===== config.mk =====
export PLATFORM = sky130hd
export DESIGN_NAME = intn_shift_unit
export DESIGN_NICKNAME = d
export VERILOG_FILES = /design/src/rtl/intn_shift_unit.sv
export SDC_FILE = /design/constraint.sdc
export NUM_CORES = 1
export LEC_CHECK = 0
export ABC_AREA = 1
export CAP_MARGIN = 25
export CELL_PAD_IN_SITES_DETAIL_PLACEMENT = 1
export CELL_PAD_IN_SITES_GLOBAL_PLACEMENT = 1
export CORE_MARGIN = 10
export CORE_UTILIZATION = 35
export DETAILED_ROUTE_END_ITERATION = 6
export GPL_ROUTABILITY_DRIVEN = 0
export PLACE_DENSITY = 0.86
export RECOVER_POWER = 50
export SETUP_SLACK_MARGIN = 0.05
export SYNTH_ARGS = -nofsm -noshare
export SYNTH_HDL_FRONTEND = slang
export SYNTH_SLANG_ARGS = --single-unit
export TNS_END_PERCENT = 50

===== constraint.sdc =====
create_clock -name clk -period 2.05 [get_ports clk]
set_input_delay 0.5125 -clock clk [delete_from_list [all_inputs] [get_ports clk]]
set_output_delay 0.5125 -clock clk [all_outputs]
set_load 0.03 [all_outputs]

===== src/rtl/intn_shift_unit.sv =====
// intn_shift_unit: serial shift/rotate unit, one 1-bit step per clock.
// Handshake: in_valid/in_ready on the request side, out_valid/out_ready on the result side.
// Optional feature: define INTN_SHIFT_ZERO_FLAG_EN to drive zero = (result == 0);
// otherwise zero is tied low and no comparator is built.
module intn_shift_unit #(
    parameter int WIDTH = 8,
    parameter int AMT_W = 4
) (
    input  logic             clk,
    input  logic             rst_n,
    input  logic             in_valid,
    output logic             in_ready,
    input  logic [2:0]       op,
    input  logic [WIDTH-1:0] a,
    input  logic [AMT_W-1:0] amt,
    input  logic             carry_in,
    output logic             out_valid,
    input  logic             out_ready,
    output logic [WIDTH-1:0] result,
    output logic             carry,
    output logic             zero
);

    typedef enum logic [1:0] {
        IDLE  = 2'd0,
        SHIFT = 2'd1,
        DONE  = 2'd2
    } state_e;

    typedef enum logic [2:0] {
        OP_LSH = 3'd0,
        OP_RSH = 3'd1,
        OP_ROL = 3'd2,
        OP_ROR = 3'd3,
        OP_ASR = 3'd4,
        OP_RCL = 3'd5,
        OP_RCR = 3'd6,
        OP_NOP = 3'd7
    } op_e;

    localparam logic [AMT_W-1:0] CNT_ONE = AMT_W'(1);

    state_e           state;
    op_e              op_r;
    logic [AMT_W-1:0] cnt;
    logic [WIDTH-1:0] d_r;
    logic             c_r;
    logic [WIDTH-1:0] d_step;
    logic             c_step;

    // One 1-bit step of the latched operation; c_step is the bit expelled
    // (for RCL/RCR it doubles as the rotating carry).
    always_comb begin
        d_step = d_r;
        c_step = c_r;
        case (op_r)
            OP_LSH: begin d_step = {d_r[WIDTH-2:0], 1'b0};       c_step = d_r[WIDTH-1]; end
            OP_RSH: begin d_step = {1'b0, d_r[WIDTH-1:1]};       c_step = d_r[0];       end
            OP_ROL: begin d_step = {d_r[WIDTH-2:0], d_r[WIDTH-1]}; c_step = d_r[WIDTH-1]; end
            OP_ROR: begin d_step = {d_r[0], d_r[WIDTH-1:1]};     c_step = d_r[0];       end
            OP_ASR: begin d_step = {d_r[WIDTH-1], d_r[WIDTH-1:1]}; c_step = d_r[0];     end
            OP_RCL: begin d_step = {d_r[WIDTH-2:0], c_r};        c_step = d_r[WIDTH-1]; end
            OP_RCR: begin d_step = {c_r, d_r[WIDTH-1:1]};        c_step = d_r[0];       end
            default: begin d_step = d_r;                         c_step = c_r;          end
        endcase
    end

    // Control FSM and working registers; result/carry are the registers themselves.
    always_ff @(posedge clk) begin
        if (!rst_n) begin
            state <= IDLE;
            op_r  <= OP_NOP;
            cnt   <= '0;
            d_r   <= '0;
            c_r   <= 1'b0;
        end else begin
            case (state)
                IDLE: begin
                    if (in_valid) begin
                        d_r  <= a;
                        c_r  <= carry_in;
                        op_r <= op_e'(op);
                        cnt  <= amt;
                        if (amt != '0 && op_e'(op) != OP_NOP)
                            state <= SHIFT;
                        else
                            state <= DONE;
                    end
                end
                SHIFT: begin
                    d_r <= d_step;
                    c_r <= c_step;
                    cnt <= cnt - CNT_ONE;
                    if (cnt == CNT_ONE)
                        state <= DONE;
                end
                DONE: begin
                    if (out_ready)
                        state <= IDLE;
                end
                default: state <= IDLE;
            endcase
        end
    end

    assign in_ready  = rst_n && (state == IDLE);
    assign out_valid = rst_n && (state == DONE);
    assign result    = d_r;
    assign carry     = c_r;

`ifdef INTN_SHIFT_ZERO_FLAG_EN
    assign zero = (d_r == '0);
`else
    assign zero = 1'b0;
`endif

endmodule


==> impl_metrics.yaml <==
clock_tree:
  clkSlewWorstSetupHoldPaths_ns: 0.12
  clock_latency_ns: 0.31
  clockRootBuffer: "clkbuf_4"
  post-cts-setup-buffers: 0
  ctsHoldBuffers: 0
  ctsResizeCount: 0
  tritoncts: "yes"
  htree_levels: 1
  cts_made_buffers: 3
  cts_buffer_depth: 2
  cts_sinks: 18
drt:
  wirelength_um: 3690
  avgViaCountPerCell: 5.01
  drc: 0
  dr.pass1.iters: 4
  drt_iter0_drc: 71
  ant_nets: 0
  wl_per_cell_um: 14.1
  via_count: 1313
grt:
  grt_max_degree: 14
  globalRoute.totalOverflow: 0
  grt_pass1_vias: 1358
  grt_pass1_wl_um: 6370
  grt_usage_pct: 12.1
  antenna_found_initial: 0
power:
  p_sw_uw: 517
  power_frac_comb_pct: 43.7
  pwr-share-clk_pct: 19.0
  vdd_drop_max_mv: 0.546
  seqPwrFrac_pct: 37.3
  p_int_uw: 715
  leakagePower_uw: 0.000639
  swShare_pct: 42.0
  power_density_mw_per_mm2: 786
worst_setup_path:
  critPathLaunchType: "flop"
  end_kind: "primary output"
  crit_fanout: 5
  crit_buf_inv: 1
  reg2regPathDepth: 8
  crit_family: "buffers and inverters"
  r2r_slack_ns: 0.28
  r2r_end: "carry$_SDFFE_PN0P_"
  critical_path_depth: 1
  slowest_stage: "clkdlybuf4s50_1"
  max_stage_delay_ns: 0.71
  cp.required_ns: 1.54
  reg2reg_from: "op_r[1]$_SDFFE_PN1P_"
  critPathArrivalTime_ns: 1.47
  crit_path_cell_trace: "clkdlybuf4s50_1"
  worstSetupPathType: "reg -> out"
floorplanning:
  start_util_pct: 36.2
  dieWidth_um: 79.0
  coreArea_mm2: 0.00336
  num_rows: 21
  ios: 32
  die_y_um: 79.0
  dieArea_mm2: 0.00624
outcome:
  status: "finished clean"
synth:
  synthTopCellsByArea: "dfxtp_1, nand2_1, nand3_1"
  syn_area_mm2: 0.00122
  ys_types: 28
  yosysTopAreaCell: "dfxtp_1"
  ys.warnings.count: 0
  syn_area_per_cell_um2: 6.55
  synthCells: 186
  yosys.area.top_type_share_pct: 29.6
  yosysSeqAreaShare_pct: 29.6
  synth_seq_cells: 18
  syn-num-nets: 208
flow_run:
  drv_cap: 0
final_layout:
  nFillCells: 474
  drive_gt1_share_pct: 12.0
  area_delta_synth_final_pct: 28.6
  num-nets-final: 239
  antenna_cells: 0
placement:
  dp_hpwl_um: 2810
  io_buffers: 30
timing:
  finalSetupTns_ns: 0
  grt_setup_unrepaired: "yes"
  fin_crit_sh_pct: 96.5
  maxSlewViolCount: 0
  hold_ws_ns: 0.486
  fin_skew_ns: 0.0104
  fmax_mhz: 506
  hold_viol: 0
  finalSetupViolCount: 0
  period_needed_ns: 1.98
worst_hold_path:
  hp-start: "cnt[3]$_SDFFE_PN0P_"
  hp-class: "reg -> reg"
  hold_path_depth: 2
  hold_path_end: "cnt[3]$_SDFFE_PN0P_"
## per-stage QoR
stage / area (µm²) / worst slack [ns] / instances / power (µW) / utilization (%)
final: 1570 / 0.0719 / 262 / 1230 / 46.6
after global routing: 1570 / 0.0126 / 262 / 1330 / 46.6
after CTS: 1580 / 0.0550 / 262 / 1250 / 47.0
after detailed placement: 1550 / 0.0725 / 258 / 1020 / 45.9
after global placement: 1550 / 0.0985 / 258 / 1010 / 45.9
after floorplan: 1220 / 0.0712 / 186 / 846 / -
## layout by cell type, fill, tap and decap left out, types with 2 or more instances in the layout
cell,n
nand2_1,44
nand3_1,20
ha_1,2
inv_2,3
o21ai_0,8
nor2_1,25
nand4_1,5
buf_4,6
clkdlybuf4s50_1,27
dfxtp_1,18
nand3_2,2
a21oi_2,6
clkbuf_4,3
a31oi_1,3
a21oi_1,7
inv_1,19
a211oi_1,2
o211ai_1,4
## logic make-up after synthesis
kind of cell    after synthesis  synth area share, %
compound gates               32                 17.5
xor+xnor                      1                0.719
fa+ha+maj                     2                 2.05
buf+inv                      31                 12.0
flops                        18                 29.6
other cells                   1                0.308
simple gates                101                 37.9
## routing by layer
metal | share of wire [%] | track usage (%)
met2 | 49 | 21.0
met3 | 4.5 | 3.49
met4 | 0.35 | 1.61
met5 | 0 | 0
met1 | 46 | 14.8
## synth_stat cells, drive strengths merged
| cell | n |
|---|---|
| a31oi | 3 |
| ha | 2 |
| nor3 | 1 |
| inv | 22 |
| o211ai | 4 |
| buf | 8 |
| dfxtp | 18 |
| nand2 | 46 |
| o21ai | 9 |
| nand3 | 22 |
| nand4 | 5 |
| conb | 1 |
| nand3b | 1 |
| xor2 | 1 |
| clkbuf | 1 |
| nor2 | 26 |
| a21oi | 14 |
| a211oi | 2 |
## area by class of cell
| class | instances | area, µm² | share of cell area, % |
|---|---|---|---|
| inverters | 22 | 82.6 | 5.27 |
| multi-input cells | 137 | 702 | 44.8 |
| flip-flops and latches | 18 | 360 | 23.0 |
| repair buffers | 35 | 329 | 21.0 |
| clock buffers | 4 | 36.3 | 2.31 |
| well taps | 46 | 57.6 | 3.67 |
## power by group through the flow
stage	Clock [µW]	Sequential, µW	Combinational (µW)
detailed placement	0	466	554
finish	234	460	538
global placement	0	465	544
CTS	237	459	559
global route	252	468	607
floorplan	0	498	348
## tightest hold or removal path, cell delays in order, from the launching register on
cell and delay, ns:
dfxtp_1 0.33, nand2_1 0.06, a21oi_1 0.06
## worst max path at each step
| stage | endpoint | slack, ns | startpoint |
|---|---|---|---|
| global route | result[0] | 0.01 | result[0]$_SDFFE_PN0P_ |
| detailed placement | out_valid | 0.07 | rst_n |
| CTS | out_valid | 0.06 | rst_n |
| floorplan | out_valid | 0.07 | rst_n |
| finish | result[0] | 0.07 | result[0]$_SDFFE_PN0P_ |
| global placement | out_valid | 0.1 | rst_n |
## sequential cells by signal, summed over array words and instances (netlist names)
signal  count
result      8
cnt         4
op_r        3
carry       1
state       2
Note: power is estimated with default switching activity, not from simulation.
